### config.mk
export PLATFORM = sky130hd
export DESIGN_NAME = adc_conv_sequencer
export DESIGN_NICKNAME = d
export VERILOG_FILES = /design/src/rtl/adc_conv_sequencer.sv
export SDC_FILE = /design/constraint.sdc
export NUM_CORES = 1
export LEC_CHECK = 0
export CAP_MARGIN = 20
export CELL_PAD_IN_SITES_DETAIL_PLACEMENT = 0
export CELL_PAD_IN_SITES_GLOBAL_PLACEMENT = 1
export CORE_MARGIN = 3
export CORE_UTILIZATION = 43
export CTS_CLUSTER_DIAMETER = 100
export DETAILED_ROUTE_END_ITERATION = 10
export GPL_TIMING_DRIVEN = 1
export PLACE_DENSITY_LB_ADDON = 0.1
export SYNTH_ARGS = -nofsm -noshare
export SYNTH_HDL_FRONTEND = slang
export SYNTH_SLANG_ARGS = --single-unit
### constraint.sdc
create_clock -name wb_clk_i -period 3.3 [get_ports wb_clk_i]
set_input_delay 0.33 -clock wb_clk_i [delete_from_list [all_inputs] [get_ports wb_clk_i]]
set_output_delay 0.33 -clock wb_clk_i [all_outputs]
set_load 0.02 [all_outputs]
### src/rtl/adc_conv_sequencer.sv
// adc_conv_sequencer: periodic masked ADC scan sequencer with a tagged FWFT result FIFO
// Ports: wb_clk_i/wb_rst_i clock and sync active-high reset; seq_en, chan_mask, period, clr_err scan control;
// adc_start/adc_chan/adc_eoc/adc_data ADC handshake; res_valid/res_ready/res_data/res_chan result read port;
// busy, overflow, timeout_err status. Define SEQ_TIMEOUT_EN to abort conversions after TIMEOUT cycles.
module adc_conv_sequencer #(
  parameter int DATA_W     = 10,
  parameter int CHANNELS   = 4,
  parameter int FIFO_DEPTH = 4,
  parameter int TIMEOUT    = 255
) (
  input  logic                        wb_clk_i,
  input  logic                        wb_rst_i,
  input  logic                        seq_en,
  input  logic [CHANNELS-1:0]         chan_mask,
  input  logic [15:0]                 period,
  input  logic                        clr_err,
  output logic                        adc_start,
  output logic [$clog2(CHANNELS)-1:0] adc_chan,
  input  logic                        adc_eoc,
  input  logic [DATA_W-1:0]           adc_data,
  output logic                        res_valid,
  input  logic                        res_ready,
  output logic [DATA_W-1:0]           res_data,
  output logic [$clog2(CHANNELS)-1:0] res_chan,
  output logic                        busy,
  output logic                        overflow,
  output logic                        timeout_err
);
  localparam int CW = $clog2(CHANNELS);
  localparam int AW = $clog2(FIFO_DEPTH);
  if (CHANNELS < 2 || FIFO_DEPTH < 2 || TIMEOUT < 1) begin : g_bad_cfg
    $error("adc_conv_sequencer: invalid parameters");
  end
  typedef enum logic [1:0] {IDLE, START, CONVERT, NEXT} state_t;
  state_t state_q, state_d;
  logic [15:0] cnt_q, cnt_d;
  logic pend_q, pend_d, tick, take;
  logic [CHANNELS-1:0] mask_q, mask_d;
  logic [CW-1:0] chan_q, chan_d, low_idx, nxt_idx;
  logic low_found, nxt_found;
  logic [AW:0] wr_q, wr_d, rd_q, rd_d;
  logic [CW+DATA_W-1:0] mem_q [FIFO_DEPTH];
  logic push, pop, full, accept, ovf_q, ovf_d, tmo_hit;
  // Compare as >= so shrinking period below the running count still wraps promptly; period 0 ticks every cycle.
  assign tick   = seq_en && ({1'b0, cnt_q} + 17'd1 >= {1'b0, period});
  assign cnt_d  = (!seq_en || tick) ? '0 : cnt_q + 16'd1;
  assign take   = state_q == IDLE && pend_q && seq_en;
  // A tick coinciding with consumption re-arms pending, so period 0 gives back-to-back scans.
  assign pend_d = tick | (pend_q & ~take);
  always_comb begin
    low_found = 1'b0;
    low_idx   = '0;
    nxt_found = 1'b0;
    nxt_idx   = '0;
    for (int i = CHANNELS - 1; i >= 0; i--) begin
      if (chan_mask[i]) begin
        low_found = 1'b1;
        low_idx   = CW'(i);
      end
      if (mask_q[i] && CW'(i) > chan_q) begin
        nxt_found = 1'b1;
        nxt_idx   = CW'(i);
      end
    end
  end
`ifdef SEQ_TIMEOUT_EN
  localparam int TW = $clog2(TIMEOUT + 1);
  logic [TW-1:0] tcnt_q, tcnt_d;
  logic tmo_q, tmo_d;
  assign tcnt_d      = state_q == CONVERT ? tcnt_q + 1'b1 : '0;
  // A late eoc in the final allowed cycle still counts as a completed conversion.
  assign tmo_hit     = state_q == CONVERT && !adc_eoc && tcnt_q == TW'(TIMEOUT - 1);
  assign tmo_d       = tmo_hit ? 1'b1 : clr_err ? 1'b0 : tmo_q;
  assign timeout_err = tmo_q;
  always_ff @(posedge wb_clk_i)
    if (wb_rst_i) begin
      tcnt_q <= '0;
      tmo_q  <= 1'b0;
    end else begin
      tcnt_q <= tcnt_d;
      tmo_q  <= tmo_d;
    end
`else
  assign tmo_hit     = 1'b0;
  assign timeout_err = 1'b0;
`endif
  always_comb begin
    state_d = state_q;
    mask_d  = mask_q;
    chan_d  = chan_q;
    case (state_q)
      IDLE: if (take) begin
        mask_d  = chan_mask;
        chan_d  = low_found ? low_idx : chan_q;
        state_d = low_found ? START : IDLE;
      end
      START:   state_d = CONVERT;
      CONVERT: state_d = (adc_eoc || tmo_hit) ? NEXT : CONVERT;
      NEXT: begin
        state_d = (nxt_found && seq_en) ? START : IDLE;
        chan_d  = (nxt_found && seq_en) ? nxt_idx : chan_q;
      end
      default: state_d = IDLE;
    endcase
  end
  assign push      = state_q == CONVERT && adc_eoc;
  assign pop       = res_valid && res_ready;
  assign full      = (wr_q[AW] != rd_q[AW]) && (wr_q[AW-1:0] == rd_q[AW-1:0]);
  // A pop in the same cycle frees the head slot, so a push to a full FIFO is still accepted.
  assign accept    = push && (!full || pop);
  assign wr_d      = wr_q + (AW+1)'(accept);
  assign rd_d      = rd_q + (AW+1)'(pop);
  assign ovf_d     = (push && !accept) ? 1'b1 : clr_err ? 1'b0 : ovf_q;
  assign res_valid = wr_q != rd_q;
  assign {res_chan, res_data} = res_valid ? mem_q[rd_q[AW-1:0]] : '0;
  assign adc_start = state_q == START;
  assign adc_chan  = chan_q;
  assign busy      = state_q != IDLE;
  assign overflow  = ovf_q;
  always_ff @(posedge wb_clk_i)
    if (wb_rst_i) begin
      state_q <= IDLE;
      cnt_q   <= '0;
      pend_q  <= 1'b0;
      mask_q  <= '0;
      chan_q  <= '0;
      wr_q    <= '0;
      rd_q    <= '0;
      ovf_q   <= 1'b0;
    end else begin
      state_q <= state_d;
      cnt_q   <= cnt_d;
      pend_q  <= pend_d;
      mask_q  <= mask_d;
      chan_q  <= chan_d;
      wr_q    <= wr_d;
      rd_q    <= rd_d;
      ovf_q   <= ovf_d;
    end
  always_ff @(posedge wb_clk_i)
    if (accept) mem_q[wr_q[AW-1:0]] <= {chan_q, adc_data};
endmodule

* After elaboration in Yosys (flattened, before gate mapping)
Memories as Yosys holds them, arrays and structs flattened. A register that Yosys moved wholly into a read port is not among the register bits.
Cells that the tools add are included.
** Storage, ports and cells
- Bits of input ports :: 36
- Memories :: 1
- Register bits :: 32
- Logic and storage cells :: 86
- Memory bits (writable) :: 48
** Memories
- mem_q :: depth 4, bits a word 12, rd ports 1, clocked after memory_dff 1, write ports 1, line 42 : logic [CW+DATA_W-1:0] mem_q [FIFO_DEPTH];
** Operators by class
- Bitwise logic cells :: 3
- Add/subtract/negate cells :: 4
- Reductions and logical operators :: 25
- Muxes and demuxes :: 31
- Equality and inequality tests :: 9
- $lt $le $gt $ge :: 5
** Operators by type and width (count)
- $mux W2 :: 13
- $add A16 B1 Y17 const B :: 1
- $ge A17 B16 Y1 :: 1
- $add A16 B1 Y16 const B :: 1
- $mux W1 :: 15
- $logic_and A1 B1 Y1 :: 13
- $mux W12 :: 1
- $pmux W2 S4 :: 1
- $add A3 B1 Y3 :: 2
- $ne A2 B2 Y1 const B :: 3
- $reduce_bool A2 Y1 :: 3
- $eq A2 B2 Y1 const B :: 2
- $gt A1 B2 Y1 const A :: 2
- $gt A2 B2 Y1 const A :: 2
- $pmux W2 S2 :: 1
- $reduce_and A4 Y1 :: 1
- $logic_not A1 Y1 :: 3
- $ne A3 B3 Y1 :: 1
- $eq A2 B1 Y1 const B :: 1
- $eq A2 B2 Y1 :: 1
- $logic_not A2 Y1 :: 1
- $logic_or A1 B1 Y1 :: 2
- $reduce_and A2 Y1 :: 1
- $reduce_or A2 Y1 :: 1
- other kinds (4) :: 4

* Logic depth before layout (Yosys ltp)
Gate-level depths: netlist of run 1.
- Depth after elaboration :: 9
- Mapped depth :: 12

* Worst setup path before layout of run 1
OpenSTA, ideal clock, no wires.
- Path kind :: reg-to-reg
- From :: register cnt_q[0]
- To :: register cnt_q[15]
- Setup slack :: 0.461 ns
- Cell stages (with the launch flop) :: 12
- Arrival :: 2.725 ns
- Library setup time :: 0.114 ns
- Data required time :: 3.186 ns
- Clock period less this slack :: 2.839 ns
- Buffers on the path :: 1
- Cells stage by stage :: dfxtp_1 > ha_1 > nand3_2 > or3_1 > nor2_1 > xnor2_1 > ha_1 > nand3_1 > or4_1 > o2111ai_2 > buf_6 > nor2b_1
** On the way
- Longest elaborated chain between the ends :: 5
** RTL lines
- from (decl) :: line 36 : logic [15:0] cnt_q, cnt_d;
- from (signal assigned) :: line 132 : cnt_q <= cnt_d;
- $add A16 B1 Y17 :: line 45 : assign tick = seq_en && ({1'b0, cnt_q} + 17'd1 >= {1'b0, period});
- $ge A17 B16 Y1 :: line 45
- $logic_and A1 B1 Y1 :: line 45
- $logic_or A1 B1 Y1 :: line 46 : assign cnt_d = (!seq_en || tick) ? '0 : cnt_q + 16'd1;
- $reduce_or A2 Y1 (no source line)
Several ways; a longest one is shown, not always the timed one.
A chain may end at the register's enable or synchronous reset.

* Worst setup path in the final report of run 1
- From :: register cnt_q[0]
- To :: register cnt_q[9]
Same word-level chain as after synthesis.

==> results.sh, run 1 <==
export IMPL_status="finished clean"
export IMPL_regArea_sq_mm=0.00206
export IMPL_postPlaceCellArea_sq_mm=0.00446
export IMPL_grt_setup_unrepaired="no"
export IMPL_num_rows=33
export IMPL_path_cells="ha_1 -> nand3_2 -> or3_1 -> nor2_1 -> xnor2_1 -> ha_1 -> nand3_1 -> or4_1 -> o2111ai_2 -> buf_4 -> nor2b_1"
export IMPL_chipWidth_um=99.5
export IMPL_vias=2412
export IMPL_drive_gt1_share_pct=10.5
export IMPL_dieArea_sq_mm=0.00990
export IMPL_wirelength_mm=6.88
export IMPL_nets=437
export IMPL_first_pass_iters=4
export IMPL_synthCells=310
export IMPL_grt_max_degree=17
export IMPL_ios=55
export IMPL_hold_class="register to register"
export IMPL_multi_input_comb_area_sq_mm=0.00157
export IMPL_reg2regPathDepth=11
export IMPL_period_share_pct=90.2
export IMPL_synth_avg_cell_area_sq_um=12.1
export IMPL_syn_cell_area_sq_mm=0.00376
export IMPL_tightest_slew_ps=645
export IMPL_critPathMaxFanout=11
export IMPL_wl_per_cell_um=14.1
export IMPL_ir_worst_vdd_mv=0.271
export IMPL_crit_family="simple AND/OR/NAND/NOR gates"
export IMPL_powerDensity_mw_per_mm2=404
export IMPL_crit_slowest_cell="or4_1"
export IMPL_period_needed_ps=2980
export IMPL_critPathRequiredTime_ps=3540
export IMPL_final_area_sq_mm=0.00466
export IMPL_cts_clk_slew_worst_paths_ps=80
export IMPL_drc=0
export IMPL_grtUsageTotal_pct=14.8
export IMPL_critical_path_buf_inv_count=1
export IMPL_fin_skew_ps=13.6
export IMPL_fill_cells=726
export IMPL_diodes=0
export IMPL_gp_congestion=0.820
export IMPL_start_util_pct=45.1
export IMPL_cpPeakStageDelay_ps=580
export IMPL_final_cell_mix="clkdlybuf4s50_1, edfxtp_1, nor2b_1"
export IMPL_startpoint_type="register"
export IMPL_drtIter0Drc=78
export IMPL_yosysSeqAreaShare_pct=54.8
export IMPL_synth_async_sr_flop_share_pct=0
export IMPL_met1_usage_pct=18.3
export IMPL_setup_viol=0
export IMPL_synth_warnings=0
export IMPL_min_path_cells=1
export IMPL_netlist_top_cells_area="edfxtp_1, dfxtp_1, ha_1"
export IMPL_synthFlopType="edfxtp_1"
export IMPL_post_cts_buffers=0
export IMPL_antenna_found_initial=0
export IMPL_ys_ff_latch=79
export IMPL_fmaxAchievable_mhz=336
export IMPL_cts_tree="done"
export IMPL_timing_critical_path_to_type="register"
export IMPL_slew_headroom_pct=57.0
export IMPL_core_sq_mm=0.00834
export IMPL_timing_critical_path_mode_cell="ha_1"
export IMPL_dp_hpwl_mm=5.06
export IMPL_area_growth_pct=24.0
export IMPL_hold_viol_final=0
export IMPL_post_cts_resized=0
export IMPL_synth_cell_type_count=42
export IMPL_gr_total_overflow=0
export IMPL_via_per_inst=4.96
export IMPL_cts_sinks=79
export IMPL_critical_path_class="register to register"
export IMPL_ctsHtreeMaxLevel=3
export IMPL_clock_latency_ps=340
export IMPL_hold_buffers=0
export IMPL_grt_pass1_wl_mm=11.5
export IMPL_cts_buffers=9
export IMPL_grt_pass1_vias=2435
export IMPL_cts_buffer_depth=2
export IMPL_port_buffers=53
export IMPL_syn_nets=371
export IMPL_maxCapViolCount=0
export IMPL_top_usage_layer="met2"
export IMPL_antenna_left=0
export IMPL_synth_area_leader_cell="edfxtp_1"
export IMPL_final_common_cell="clkdlybuf4s50_1"
export IMPL_tns_ps=0
export IMPL_slew_viol_final=0
export IMPL_synth_top_cell_area_share_pct=38.3
export IMPL_synth_enable_flop_cells=48
export IMPL_cts_root_buf="clkbuf_8"
export IMPL_use_met3_pct=3.93
export IMPL_leakage_uw=0.00180
export IMPL_cp_depth=11
export IMPL_met2_usage_pct=25.7
export IMPL_die_h_um=99.5
export IMPL_worstPathArrival_ps=3220
## metrics by stage
stage,power [uW],hold WS (ps),setup WS [ps],util (%),cells
floorplan,1120,402,461,-,310
global placement,1190,452,403,53.3,469
detailed placement,1190,496,330,53.5,470
CTS,1920,516,307,55.9,486
global route,1970,551,126,55.9,486
finish,1890,506,323,55.9,486
## sequential cells by signal (all words and copies together) (netlist names)
name,cells
cnt_q,16
state_q,2
overflow,1
wr_q,3
pend_q,1
rd_q,3
mem_q,48
mask_q,3
adc_chan,2
## power breakdown
group | switching (uW) | total (uW) | internal, uW
Combinational | 54.2 | 119 | 64.7
Clock | 359 | 717 | 359
Sequential | 3.96 | 1050 | 1050
## Yosys cell counts, types with 2 or more instances
master and count:
edfxtp_1 48, nor2b_1 34, dfxtp_1 31, inv_1 26, ha_1 25, nand2_1 21
nor2_1 21, xnor2_1 13, mux4_2 12, a21oi_1 11, nand3_1 9, xor2_1 6
nor3_1 5, and3_1 4, clkbuf_1 4, mux2i_1 4, nand4_1 3, o21ai_0 3
a211oi_1 2, a311oi_1 2, nor3b_1 2, nor4_1 2, o21a_1 2, or4_1 2
## cells by family (layout without fill, tap and decap cells)
group	Yosys count	in the layout	synth area share, %
buffers and inverters	33	104	3.63
adders and majority gates	25	25	8.32
muxes	16	16	8.25
xor gates and xnor gates	19	19	4.43
and+or+nand+nor	106	106	14.7
AOI/OAI and AO/OA	31	31	5.76
other	1	1	0.0997
DFF	79	79	54.8
## routing by layer
layer | wire [um] | vias to the layer above
li1 | - | 1236
met1 | 2910 | 1123
met3 | 285 | 6
met2 | 3610 | 47
met5 | 0 | -
met4 | 70 | 0
## path summary, 6_finish.rpt
path                       startpoint                   to  slack, ps
setup / recovery  cnt_q[0]$_SDFF_PP0_  cnt_q[9]$_SDFF_PP0_        320
hold / removal    cnt_q[0]$_SDFF_PP0_  cnt_q[0]$_SDFF_PP0_        510
setup reg to reg  cnt_q[0]$_SDFF_PP0_  cnt_q[9]$_SDFF_PP0_        320
hold reg to reg   cnt_q[0]$_SDFF_PP0_  cnt_q[0]$_SDFF_PP0_        510
## layout make-up
type	count	share of cell area, %
sequential	79	44.2
multi-input combinational	198	33.6
clock buffer	9	2.66
timing repair buffer	62	12.9
tap	105	2.82
inverter	26	2.09
clock inverter	7	1.69
(Power assumes the default switching activity.)
==> inputs of run 2 (changes only) <==
--- a/config.mk
+++ b/config.mk
@@ -5,6 +5,7 @@
 export SDC_FILE = /design/constraint.sdc
 export NUM_CORES = 1
 export LEC_CHECK = 0
+export ABC_CLOCK_PERIOD_IN_PS = 3300
 export CAP_MARGIN = 20
 export CELL_PAD_IN_SITES_DETAIL_PLACEMENT = 0
 export CELL_PAD_IN_SITES_GLOBAL_PLACEMENT = 1
@@ -14,6 +15,7 @@
 export DETAILED_ROUTE_END_ITERATION = 10
 export GPL_TIMING_DRIVEN = 1
 export PLACE_DENSITY_LB_ADDON = 0.1
+export SKIP_CTS_REPAIR_TIMING = 1
 export SYNTH_ARGS = -nofsm -noshare
 export SYNTH_HDL_FRONTEND = slang
 export SYNTH_SLANG_ARGS = --single-unit
==> results of run 2 <==
No change in the layout: final DEF, timing and power equal those of run 1.
